--- config.mk ---
export PLATFORM = sky130hd
export DESIGN_NAME = store_commit_buffer
export DESIGN_NICKNAME = d
export VERILOG_FILES = /design/src/rtl/store_commit_buffer.sv
export SDC_FILE = /design/constraint.sdc
export NUM_CORES = 1
export LEC_CHECK = 0
export CORE_ASPECT_RATIO = 0.8
export CORE_MARGIN = 3
export CORE_UTILIZATION = 59
export DETAILED_ROUTE_END_ITERATION = 10
export GPL_TIMING_DRIVEN = 1
export PLACE_DENSITY = 0.8
export SYNTH_ARGS = -nofsm -noshare
export SYNTH_HDL_FRONTEND = slang
export SYNTH_SLANG_ARGS = --single-unit
--- constraint.sdc ---
create_clock -name clk -period 6.4 [get_ports clk]
set_input_delay 0.64 -clock clk [delete_from_list [all_inputs] [get_ports clk]]
set_output_delay 0.64 -clock clk [all_outputs]
set_load 0.05 [all_outputs]
--- src/rtl/store_commit_buffer.sv ---
// Post-commit store buffer: takes up to two committed stores per cycle in
// program order, holds them in a circular FIFO and drains them one at a time
// to the data-memory port. Also reports commit credits and a word-address
// conflict flag for the load pipe.
module store_commit_buffer #(
  parameter int STB_ENTRIES   = 8,
  parameter int CPU_ADDR_BITS = 32,
  parameter int CPU_DATA_BITS = 32
) (
  input  logic                              clk,
  input  logic                              rst,
  input  logic                              flush,
  input  logic [1:0]                        commit_vals,
  input  logic [2*CPU_ADDR_BITS-1:0]        commit_addrs,
  input  logic [2*CPU_DATA_BITS-1:0]        commit_data,
  input  logic [7:0]                        commit_strb,
  output logic [1:0]                        stb_rdy,
  output logic [$clog2(STB_ENTRIES):0]      stb_count,
  output logic                              stb_empty,
  output logic                              stb_overflow,
  output logic                              mem_req_val,
  output logic [CPU_ADDR_BITS-1:0]          mem_req_addr,
  output logic [CPU_DATA_BITS-1:0]          mem_req_data,
  output logic [3:0]                        mem_req_strb,
  input  logic                              mem_req_rdy,
  input  logic [CPU_ADDR_BITS-1:0]          ld_addr,
  output logic                              ld_conflict
);

  localparam int PTR_W = $clog2(STB_ENTRIES);
  localparam int CNT_W = PTR_W + 1;

  logic [STB_ENTRIES-1:0]   r_valid;
  logic [CPU_ADDR_BITS-1:0] r_addr [STB_ENTRIES];
  logic [CPU_DATA_BITS-1:0] r_data [STB_ENTRIES];
  logic [3:0]               r_strb [STB_ENTRIES];
  logic [PTR_W-1:0]         r_head;
  logic [PTR_W-1:0]         r_tail;
  logic [CNT_W-1:0]         r_count;
  logic                     r_overflow;

  logic [CNT_W-1:0]         w_free;
  logic [1:0]               w_reqCnt;
  logic [1:0]               w_acceptCnt;
  logic [PTR_W-1:0]         w_tailNext;
  logic [CPU_ADDR_BITS-1:0] w_firstAddr;
  logic [CPU_DATA_BITS-1:0] w_firstData;
  logic [3:0]               w_firstStrb;
  logic                     w_memVal;
  logic                     w_pop;
  logic                     w_conflict;
  logic                     w_unusedBits;

  // Only the word address takes part in the conflict check.
  assign w_unusedBits = ^ld_addr[1:0];

  // Credit and push decode. Credits come from the registered count only, so a
  // same-cycle pop never adds a grant. The first granted slot always takes the
  // oldest valid lane, which compacts a lone lane-1 store onto the tail.
  always_comb begin
    w_free      = CNT_W'(STB_ENTRIES) - r_count;
    w_reqCnt    = 2'(commit_vals[0]) + 2'(commit_vals[1]);
    w_acceptCnt = 2'd0;
    if (w_free >= CNT_W'(2)) begin
      w_acceptCnt = w_reqCnt;
    end else if (w_free == CNT_W'(1)) begin
      w_acceptCnt = (w_reqCnt != 2'd0) ? 2'd1 : 2'd0;
    end
    w_tailNext  = r_tail + PTR_W'(1);
    w_firstAddr = commit_vals[0] ? commit_addrs[0 +: CPU_ADDR_BITS]
                                 : commit_addrs[CPU_ADDR_BITS +: CPU_ADDR_BITS];
    w_firstData = commit_vals[0] ? commit_data[0 +: CPU_DATA_BITS]
                                 : commit_data[CPU_DATA_BITS +: CPU_DATA_BITS];
    w_firstStrb = commit_vals[0] ? commit_strb[3:0] : commit_strb[7:4];
  end

  // Head entry drives the memory request; payload reads zero while empty.
  always_comb begin
    w_memVal     = r_valid[r_head];
    w_pop        = w_memVal && mem_req_rdy;
    mem_req_addr = w_memVal ? r_addr[r_head] : '0;
    mem_req_data = w_memVal ? r_data[r_head] : '0;
    mem_req_strb = w_memVal ? r_strb[r_head] : 4'h0;
  end

  // Word-address match against every valid entry, no forwarding.
  always_comb begin
    w_conflict = 1'b0;
    for (int i = 0; i < STB_ENTRIES; i++) begin
      if (r_valid[i] && (r_addr[i][CPU_ADDR_BITS-1:2] == ld_addr[CPU_ADDR_BITS-1:2])) begin
        w_conflict = 1'b1;
      end
    end
  end

  // Control state: valid bits, pointers, occupancy and the sticky overflow.
  always_ff @(posedge clk) begin
    if (rst) begin
      r_valid    <= '0;
      r_head     <= '0;
      r_tail     <= '0;
      r_count    <= '0;
      r_overflow <= 1'b0;
    end else begin
      if (w_pop) begin
        r_valid[r_head] <= 1'b0;
        r_head          <= r_head + PTR_W'(1);
      end
      if (w_acceptCnt != 2'd0) begin
        r_valid[r_tail] <= 1'b1;
      end
      if (w_acceptCnt == 2'd2) begin
        r_valid[w_tailNext] <= 1'b1;
      end
      r_tail  <= r_tail + PTR_W'(w_acceptCnt);
      r_count <= r_count + CNT_W'(w_acceptCnt) - CNT_W'(w_pop);
      if (w_acceptCnt != w_reqCnt) begin
        r_overflow <= 1'b1;
      end
    end
  end

  // Entry payload storage; contents are qualified by the valid bits.
  always_ff @(posedge clk) begin
    if (w_acceptCnt != 2'd0) begin
      r_addr[r_tail] <= w_firstAddr;
      r_data[r_tail] <= w_firstData;
      r_strb[r_tail] <= w_firstStrb;
    end
    if (w_acceptCnt == 2'd2) begin
      r_addr[w_tailNext] <= commit_addrs[CPU_ADDR_BITS +: CPU_ADDR_BITS];
      r_data[w_tailNext] <= commit_data[CPU_DATA_BITS +: CPU_DATA_BITS];
      r_strb[w_tailNext] <= commit_strb[7:4];
    end
  end

  // Committed stores must never arrive alongside a pipeline flush.
  always @(posedge clk) begin
    if (!rst) begin
      assert (!(flush && (commit_vals != 2'b00)));
    end
  end

  assign stb_rdy      = {(w_free >= CNT_W'(2)), (w_free >= CNT_W'(1))};
  assign stb_count    = r_count;
  assign stb_empty    = (r_count == '0);
  assign stb_overflow = r_overflow;
  assign mem_req_val  = w_memVal;
  assign ld_conflict  = w_conflict;

endmodule

==> results.py <==
metrics = {
    "logic_synthesis": {
        "synth-simple-area-share_pct": 3.594,
        "synth_area_sq_um": 31990,
        "synth_xor_xnor_area_share_pct": 6.762,
        "seq_area_frac_synth_pct": 52.43,
        "synth_nets": 2257,
        "synthMuxAreaShare_pct": 33.48,
        "synthCells": 2066,
        "synthAdderAreaFrac_pct": 0.7117,
        "ys_ff_latch": 566,
        "ys_types": 44,
        "synth_edf_count": 544,
        "synth_area_per_cell_sq_um": 15.49,
        "async_flop_share_pct": 0,
        "synth_top_family_by_area": "multiplexers",
        "synth-main-ff-cell": "edfxtp_1",
        "ys_warn_count": 0,
        "synth_compound_area_share_pct": 0.8369,
    },
    "clocking": {
        "insertion_delay_ps": 630,
        "cts_max_path_buffers": 3,
        "root_buffer": "clkbuf_16",
        "post_cts_buffers": 0,
        "cts.sinks": 566,
        "cts_resized": 0,
        "cts_hold_buf": 0,
        "cts_tree": "done",
        "ctsHtreeMaxLevel": 2,
        "path_clk_slew_ps": 60,
        "cts_made_buffers": 57,
    },
    "die": {
        "initial_core_util_pct": 60.34,
        "die_width_um": 266.4,
        "num_rows": 75,
        "core_region_area_sq_um": 53020,
        "io_pins": 252,
        "dieArea_sq_um": 57080,
        "die_h_um": 214.3,
    },
    "cells_and_area": {
        "layout-drive-gt1-share_pct": 23.82,
        "mostFrequentLayoutCell": "edfxtp_1",
        "area_growth_pct": 15.47,
        "nets": 2446,
        "mostFrequentLayoutCells": "edfxtp_1, mux2_1, mux2_2",
        "final.fill_count": 3559,
    },
    "setup_path": {
        "end_kind": "output pin",
        "slowest_stage": "dfxtp_4",
        "critPathLaunchType": "register",
        "path_cells": "buf_4, mux4_2, mux2i_1, nor2_1, clkdlybuf4s50_1",
        "critPathMaxFanout": 66,
        "cp.arrival_ps": 3930,
        "reg2reg_setup_slack_ps": 1960,
        "required_ps": 5760,
        "crit_type": "reg2out",
        "critical_path.top_delay_family": "buffers and inverters",
        "slowest_delay_ps": 1090,
        "crit_buf_inv": 2,
    },
    "global_route": {
        "grt_overflow": 0,
        "track_usage_pct": 32.82,
        "grt_pass1_vias": 20132,
        "grt_start_max_net_pins": 70,
        "antenna_found_initial": 7,
        "grt_pass1_wl_um": 137800,
    },
    "sta": {
        "fin_setup_tns_ps": 0,
        "fmax_ghz": 0.2189,
        "period_minus_slack_ps": 4569,
        "rsz0062_at_grt": "no",
        "hold_ws_ps": 593.4,
        "slew_headroom_pct": 17.25,
        "worstMarginPinSlew_ps": 1241,
        "setup_viol": 0,
        "fin_crit_sh_pct": 71.39,
        "slew_viol_final": 0,
        "skew_ps": 25.66,
        "final_hold_viol_count": 0,
    },
    "run_status": {
        "run_status": "complete, no violations",
    },
    "place": {
        "routabilityCongestion": 1.005,
        "dp_hpwl_um": 57700,
        "portBuffers": 248,
    },
    "detailed_routing": {
        "drtAntennaViolNets": 0,
        "route.vias.total": 20053,
        "via_per_inst": 6.684,
        "drtIter0Drc": 2359,
        "drc": 0,
        "wl_um": 93640,
        "drt-pass1-iter-count": 5,
        "avgRoutedWirePerCell_um": 31.21,
    },
    "power": {
        "ir_drop_v": 0.0003143,
        "power_density_nw_per_um2": 355.0,
        "p_leak_nw": 11.59,
    },
    "flow_run": {
        "drv_cap": 0,
    },
    "worst_hold_path": {
        "min_path_type": "reg2reg",
    },
}
[logic make-up (layout without fill, tap and decap cells)]
logic type               Yosys count  after routing
multiplexers                     821            821
other                              0              6
flip-flops                       566            566
AND/OR/NAND/NOR                  213            213
AO/OA/AOI/OAI                     38             38
adder cells (fa/ha/maj)           17             17
buffers and inverters            164            399
XOR/XNOR                         247            247
[layer usage]
metal | wire length (um) | global-route usage, %
met5 | 34 | 0
met2 | 44580 | 51.66
met4 | 3961 | 13.32
met1 | 36110 | 45.56
met3 | 8953 | 5.965
[cells in the mapped netlist (all sizes together) (11+ instances only)]
cell    count  share of area, %
nor4       16              0.31
buf        77               1.2
edfxtp    544                51
nand2      14              0.16
clkbuf     72              0.84
xnor2     243               6.7
mux2      613                22
nor2       83              0.97
dfxtp      22               1.4
nand4      65               1.5
ha         15              0.59
mux2i      70               2.2
inv        15              0.18
mux4      138               9.7
nand3      11              0.17
[registers in the layout, summed over array words and instances (netlist names), named ones only]
signal	flops
r_addr	256
r_data	256
r_head	3
r_strb	32
r_tail	3
r_valid	8
stb_count	4
stb_overflow	1
[final cells by class]
| class | instances | area (sq um) | area share [%] |
|---|---|---|---|
| diodes | 6 | 15.01 | 0.04064 |
| clock inverters | 31 | 257.7 | 0.6976 |
| clock buffers | 74 | 1531 | 4.145 |
| well taps | 693 | 867.1 | 2.347 |
| flip-flops and latches | 566 | 16790 | 45.44 |
| multi-input cells | 1336 | 14590 | 39.50 |
| inverters | 15 | 56.30 | 0.1524 |
| repair buffers | 279 | 2838 | 7.681 |
[power by group]
group	internal [mW]	switching (mW)	leakage, nW
combinational	1.71	2.70	5.57
clock	1.81	1.47	0.879
sequential	5.03	0.396	5.14
total	8.55	4.56	11.6
[final timing paths]
check / cells past startpoint / from / endpoint
max reg2reg: 6 / stb_count[1] / r_addr[6][27]
max: 5 / register / mem_req_addr[31]
min: 2 / stb_overflow / stb_overflow
min reg2reg: 2 / stb_overflow / stb_overflow
[worst register-to-register path, stage by stage, from the launching register on]
cell     delay, ps
dfxtp_1        380
or3_1          410
a41oi_2        310
or2_1          860
nand4_4        950
nand2_4        700
buf_12         390
[per-stage QoR]
step,power (mW),instance area [sq um],setup WS (ps),instances,utilization (%)
3_3_place_gp,9.771,35140,1985,2889,66.28
5_1_grt,13.55,36940,1581,2998,69.67
2_1_floorplan,8.237,31990,1598,2066,-
4_1_cts,13.12,36930,1747,2994,69.65
3_5_place_dp,9.875,35140,1878,2889,66.28
6_report,13.12,36950,1831,3000,69.68
No activity file was read; power rests on OpenSTA's default activity.
